`src/rtl/div_pkg.sv`:
```
// rtl/div_pkg.sv - shared widths and FSM state type for the sequential divider
package div_pkg;

    localparam int DEF_DIVIDEND_W = 16;
    localparam int DEF_DIVISOR_W  = 8;
    localparam int CNT_W          = $clog2(DEF_DIVIDEND_W);

    typedef enum logic [0:0] {
        IDLE = 1'b0,
        RUN  = 1'b1
    } state_t;

endpackage

```
`src/rtl/seq_divider_restoring_step.sv`:
```
// rtl/seq_divider_restoring_step.sv - one combinational restoring-division iteration
module restoring_step #(
    parameter int W = 8
) (
    input  logic [W:0]   i_rem,
    input  logic         i_bit,
    input  logic [W-1:0] i_div,
    output logic [W:0]   o_rem,
    output logic         o_qbit
);

    logic [W:0] w_trial;

    // A set top bit of the running remainder means the trial value already exceeds any divisor.
    assign w_trial = {i_rem[W-1:0], i_bit};
    assign o_qbit  = i_rem[W] | (w_trial >= {1'b0, i_div});
    assign o_rem   = o_qbit ? (w_trial - {1'b0, i_div}) : w_trial;

endmodule

```
`src/rtl/seq_divider.sv`:
```
// rtl/seq_divider.sv - unsigned restoring divider, one quotient bit per clock
module seq_divider
    import div_pkg::*;
#(
    parameter int DIVIDEND_W = DEF_DIVIDEND_W,
    parameter int DIVISOR_W  = DEF_DIVISOR_W
) (
    input  logic                  clk,
    input  logic                  rst_n,
    input  logic                  start,
    input  logic [DIVIDEND_W-1:0] dividend,
    input  logic [DIVISOR_W-1:0]  divisor,
    output logic                  busy,
    output logic                  done,
    output logic [DIVIDEND_W-1:0] quotient,
    output logic [DIVISOR_W-1:0]  remainder,
    output logic                  div_by_zero
);

    localparam int CW = $clog2(DIVIDEND_W);
    localparam logic [CW-1:0] CNT_LAST = CW'(DIVIDEND_W - 1);

    state_t                r_state;
    logic [DIVIDEND_W-1:0] r_q;
    logic [DIVISOR_W:0]    r_rem;
    logic [DIVISOR_W-1:0]  r_d;
    logic [CW-1:0]         r_cnt;
    logic                  r_dbz_pend;

    logic [DIVISOR_W:0]    w_rem_next;
    logic                  w_qbit;
    logic [DIVIDEND_W-1:0] w_q_next;
    logic                  w_accept;

    restoring_step #(.W(DIVISOR_W)) u_step (
        .i_rem  (r_rem),
        .i_bit  (r_q[DIVIDEND_W-1]),
        .i_div  (r_d),
        .o_rem  (w_rem_next),
        .o_qbit (w_qbit)
    );

    assign w_q_next = {r_q[DIVIDEND_W-2:0], w_qbit};
    assign busy     = (r_state == RUN);
    // A pending divide-by-zero completion blocks acceptance for its single cycle.
    assign w_accept = (r_state == IDLE) && !r_dbz_pend && start;

    always_ff @(posedge clk or negedge rst_n) begin
        if (!rst_n) begin
            r_state     <= IDLE;
            r_q         <= '0;
            r_rem       <= '0;
            r_d         <= '0;
            r_cnt       <= '0;
            r_dbz_pend  <= 1'b0;
            done        <= 1'b0;
            quotient    <= '0;
            remainder   <= '0;
            div_by_zero <= 1'b0;
        end else begin
            done       <= 1'b0;
            r_dbz_pend <= 1'b0;
            if (r_dbz_pend) begin
                quotient    <= '1;
                remainder   <= r_q[DIVISOR_W-1:0];
                div_by_zero <= 1'b1;
                done        <= 1'b1;
            end
            case (r_state)
                IDLE: begin
                    if (w_accept) begin
                        r_q   <= dividend;
                        r_d   <= divisor;
                        r_rem <= '0;
                        r_cnt <= '0;
                        if (divisor == '0) begin
                            r_dbz_pend <= 1'b1;
                        end else begin
                            r_state <= RUN;
                        end
                    end
                end
                RUN: begin
                    r_q   <= w_q_next;
                    r_rem <= w_rem_next;
                    r_cnt <= r_cnt + 1'b1;
                    if (r_cnt == CNT_LAST) begin
                        quotient    <= w_q_next;
                        remainder   <= w_rem_next[DIVISOR_W-1:0];
                        div_by_zero <= 1'b0;
                        done        <= 1'b1;
                        r_state     <= IDLE;
                    end
                end
                default: r_state <= IDLE;
            endcase
        end
    end

endmodule

```
`config.mk`:
```
export PLATFORM = sky130hd
export DESIGN_NAME = seq_divider
export DESIGN_NICKNAME = d
export VERILOG_FILES = /design/src/rtl/div_pkg.sv /design/src/rtl/seq_divider_restoring_step.sv /design/src/rtl/seq_divider.sv
export SDC_FILE = /design/constraint.sdc
export NUM_CORES = 1
export LEC_CHECK = 0
export CAP_MARGIN = 30
export CORE_UTILIZATION = 45
export CTS_CLUSTER_SIZE = 25
export DETAILED_ROUTE_END_ITERATION = 8
export GPL_TIMING_DRIVEN = 0
export PLACE_DENSITY = 0.74
export SLEW_MARGIN = 0
export SYNTH_ARGS = -nofsm -noshare
export SYNTH_HDL_FRONTEND = slang
export SYNTH_SLANG_ARGS = --single-unit
```
`constraint.sdc`:
```
create_clock -name clk -period 6.15 [get_ports clk]
set_input_delay 1.23 -clock clk [delete_from_list [all_inputs] [get_ports clk]]
set_output_delay 1.23 -clock clk [all_outputs]
set_load 0.05 [all_outputs]
```
* Word-level counts from Yosys, hierarchy flattened
Cells that the tools add are included.
** Storage, ports and cells
- Register bits after elaboration :: 65
- Logic and storage cells :: 48
- Output and inout bits :: 27
** Operators by class
- Equal/unequal tests :: 2
- Mux-type cells :: 26
- Add/subtract/negate cells :: 2
- Reductions and logical operators :: 5
- $lt $le $gt $ge :: 1
- Bitwise operators :: 2
** Operator list (count)
- $mux 16 :: 4
- $pmux 16 s2 :: 1
- $mux 8 :: 3
- $mux 9 :: 2
- $pmux 9 s2 :: 1
- $mux 1 :: 12
- $ge 9x8->1 :: 1
- $sub 9x8->9 :: 1
- $logic_not 8->1 :: 1
- $pmux 4 s2 :: 1
- $add 4x1->4 const B :: 1
- $eq 4x4->1 const B :: 1
- $mux 4 :: 1
- $logic_and 1x1->1 :: 2
- $ne 2x2->1 const B :: 1
- $pmux 1 s2 :: 1
- $reduce_and 2->1 :: 1
- $logic_not 1->1 :: 1
- $not 1->1 :: 1
- $or 1x1->1 :: 1

* Depth between registers and ports, before layout
- Word-level depth :: 5
- Mapped depth :: 9
- Depth with buffers taken out :: 9

* Hierarchy
From an unflattened synthesis, not the netlist that was laid out.
** Second synthesis, totals
- Cells, all modules :: 338
- Area, all modules :: 3305.7 um^2
** Modules (own cells, without submodules)
- seq_divider :: cells an instance 263, instances 1, area each 2777.7 um^2
- restoring_step :: cells an instance 75, instances 1, area each 528.0 um^2

* Worst setup path after synthesis
OpenSTA, ideal clock, no wires.
- Path kind :: input to register
- Start :: input start
- End :: register r_rem[0]
- Stages :: 6
- Data required time :: 6046 ps
- Setup time :: 104 ps
- Data arrival time :: 2111 ps
- Slack :: 3935 ps
- Cells stage by stage :: nor2b_1 -> buf_2 -> nor2_1 -> clkbuf_1 -> nand2_1 -> o311ai_1
** Between the ends
- Cells in the longest elaborated chain, start to end :: 2
** RTL lines
- from (decl) :: line seq_divider.sv:10 : input logic start,
- $logic_and 1x1->1 :: line seq_divider.sv:46 : assign w_accept = (r_state == IDLE) && !r_dbz_pend && start;
- $ne 2x2->1 (no source line)
- to (signal assigned) :: line seq_divider.sv:85 : r_rem <= w_rem_next;
- to (decl) :: line seq_divider.sv:25 : logic [DIVISOR_W:0] r_rem;
No other way between the ends.
A chain may end at the register's enable or synchronous reset.

* Worst setup path in the final report
- Start :: register r_state (netlist: busy)
- End :: output busy
** RTL lines
- from (decl) :: line seq_divider.sv:23 : state_t r_state;
- from (signal assigned) :: line seq_divider.sv:50 : r_state <= IDLE;
- from (signal assigned) :: line seq_divider.sv:79 : r_state <= RUN;
- from (signal assigned) :: line seq_divider.sv:92 : r_state <= IDLE;
- to (decl) :: line seq_divider.sv:13 : output logic busy,
No word-level cell between the ends.

==> results.yml <==
worst_setup_path:
  critPathTopFamily: "buffers and inverters"
  worst-setup-path-type: "flop to output pin"
  cp_num_buf_inv: 1
  crit_required_ps: 4920
  cp_cell_sequence: "clkdlybuf4s50_1"
  cp.arrival_ps: 1580
  cp_slowest_cell: "clkdlybuf4s50_1"
  cp-start-kind: "flop"
  crit_path_end_kind: "output pin"
  cp_max_fo: 4
  critPathMaxStageDelay_ps: 830
status:
  outcome: "finished, final reports clean"
floorplan:
  die-area_um2: 7639
  dieHeight_um: 87.40
  core_um2: 6907
  pin_count: 54
  dieWidth_um: 87.40
  fp-row-count: 30
  initial_utilization: 0.4752
placement:
  post-place-ws_ps: 3175
  place_area_um2: 3930
  gp_congestion: 0.8342
  port_buffers: 53
  dpl.hpwl_mm: 5.717
  dp.cells: 495
cts:
  insertion_delay_ps: 350
  cts_root_buffer: "clkbuf_8"
  cts_buffers: 9
  cts.sinks: 65
  ctsHoldBuffers: 0
  cts_tree: "yes"
  h-tree-depth: 3
  cts_setup_buffers: 0
  cts_resized: 0
  path_clk_slew_ps: 70
  cts_buffer_depth: 2
sta:
  tightest_slew_ps: 817.4
  tns_ps: 0
  max_clock_freq_mhz: 356.2
  fin_skew_ps: 6.486
  finalCritPeriodShare: 0.4565
  setup_viol: 0
  relSlewSlack: 0.4550
  setup_ws_ps: 3343
  rsz0062_at_grt: "false"
  period_minus_slack_ps: 2807
  hold_viol: 0
  whs_ps: 502.8
  maxSlewViolCount: 0
cells_and_area:
  antenna_cells: 0
  fin_cells: 511
  layout.nets: 447
  multiInputGateArea_um2: 1520
  fin_area_um2: 4158
  fill_cells: 627
  area_growth_syn_to_layout_pct: 26.69
  drive_gt1_frac: 0.08193
  seq_area_um2: 1627
  final_util: 0.6020
flow_run:
  maxCapViolations: 0
yosys:
  ys_ff_latch: 65
  synth_edf_count: 0
  syn_inst: 346
  synth_area_um2: 3282
  ys_seq_area_frac: 0.4956
  syn_nets: 383
  yosysWarnings: 0
  synthFlopType: "dfrtp_1"
  synthArstFlopShare: 1.000
  yosysUniqueCellTypes: 56
  syn-mean-instance-area_um2: 9.485
pwr:
  vdd_drop_max_v: 0.0003741
  p_total_mw: 2.750
  power_density_nw_per_um2: 661.4
  p_leak_nw: 1.826
drt:
  via_per_inst: 5.380
  ant_nets: 0
  post-route-drc-count: 0
  num_vias: 2749
  drtPass1Iterations: 4
  drt_iter0_drc: 215
  routedWlPerCell_um: 15.45
  drt-total-wl_mm: 7.894
global_routing:
  antenna_found_initial: 0
  grt_pass1_vias: 2581
  grt_pass1_wl_mm: 13.01
  grt_max_degree: 66
  grtUsageTotal: 0.2264
  overflow: 0
hold_path:
  hold_class: "flop to flop"
-- registers in the layout, indices dropped and copies added, names as in the netlist --
register / cells
r_rem: 9
r_q: 16
r_dbz_pend: 1
r_d: 8
r_cnt: 4
div_by_zero: 1
remainder: 8
quotient: 16
busy: 1
done: 1
-- worst paths after layout --
kind | start | to | slack [ps] | cells after the start
worst min-delay path | div_by_zero | div_by_zero | 500 | 2
worst min register to register | div_by_zero | div_by_zero | 500 | 2
worst max register to register | r_rem[5] | r_rem[7] | 3870 | 6
max in group asynchronous | rst_n | quotient[9] | 4640 | 1
worst max-delay path | busy | busy | 3340 | 1
min in group asynchronous | rst_n | quotient[2] | 970 | 1
-- power breakdown --
part	leakage (nW)	internal (mW)	switching (mW)
Combinational	0.955	0.586	0.951
Sequential	0.758	0.643	0.157
Clock	0.113	0.241	0.172
-- routing by layer --
| metal | global-route usage | share of wire | wire, um |
|---|---|---|---|
| met1 | 0.3107 | 0.46 | 3633 |
| met3 | 0.05687 | 0.043 | 342 |
| met2 | 0.3629 | 0.49 | 3847 |
| met5 | 0 | 0 | 0 |
| met4 | 0.04918 | 0.0089 | 70 |
-- kinds of logic after synthesis --
family | Yosys count | synth area share
DFF | 65 | 0.4956
xor gates and xnor gates | 4 | 0.01068
adders and majority gates | 10 | 0.04041
muxes | 21 | 0.06519
buffers and inverters | 33 | 0.04117
and+or+nand+nor | 118 | 0.1620
AOI/OAI and AO/OA | 95 | 0.1849
-- cell type report --
| type | instances | share of cell area |
|---|---|---|
| inverters | 13 | 0.01174 |
| multi-input cells | 248 | 0.3656 |
| flip-flops and latches | 65 | 0.3912 |
| well taps | 96 | 0.02889 |
| plain buffers | 20 | 0.02076 |
| clock buffers | 10 | 0.03310 |
| clock inverters | 6 | 0.02167 |
| repair buffers | 53 | 0.1270 |
-- synth_stat cells (3+ instances only) --
library cell,number,area share
dfrtp_1,65,0.50
nor2_1,44,0.050
nand2_1,40,0.046
o21ai_0,31,0.047
a21oi_1,26,0.040
mux2i_1,18,0.055
clkbuf_1,15,0.017
inv_1,13,0.015
ha_1,9,0.034
nand4_1,7,0.013
nor3_1,6,0.0092
o31ai_1,5,0.011
a31oi_1,4,0.0076
nor2b_1,4,0.0076
a211oi_1,3,0.0069
mux2_2,3,0.010
nand2b_1,3,0.0057
nand3_1,3,0.0046
xor2_1,3,0.0080
-- cells in the final DEF, fill, tap and decap left out, types with 2 or more instances in the layout --
cell / Yosys / final
and3_1: 2 / 2
o21ai_0: 31 / 31
clkbuf_8: 0 / 10
a21oi_2: 2 / 2
nor4_1: 2 / 2
mux2i_1: 18 / 18
a22o_1: 2 / 2
nand3_1: 3 / 3
o211ai_1: 2 / 2
nor2b_1: 4 / 4
bufinv_16: 0 / 2
a21oi_1: 26 / 26
nor2_1: 44 / 44
a21o_1: 2 / 2
xor2_1: 3 / 3
nand2_1: 40 / 40
clkdlybuf4s50_1: 0 / 52
mux2_2: 3 / 3
a211oi_1: 3 / 3
clkbuf_1: 15 / 15
dfrtp_1: 65 / 65
nand4_1: 7 / 7
o31ai_1: 5 / 5
nor3_1: 6 / 6
nand2b_1: 3 / 3
ha_1: 9 / 9
inv_1: 13 / 13
a31oi_1: 4 / 4
buf_2: 2 / 2
Note: power is estimated with default switching activity, not from simulation.
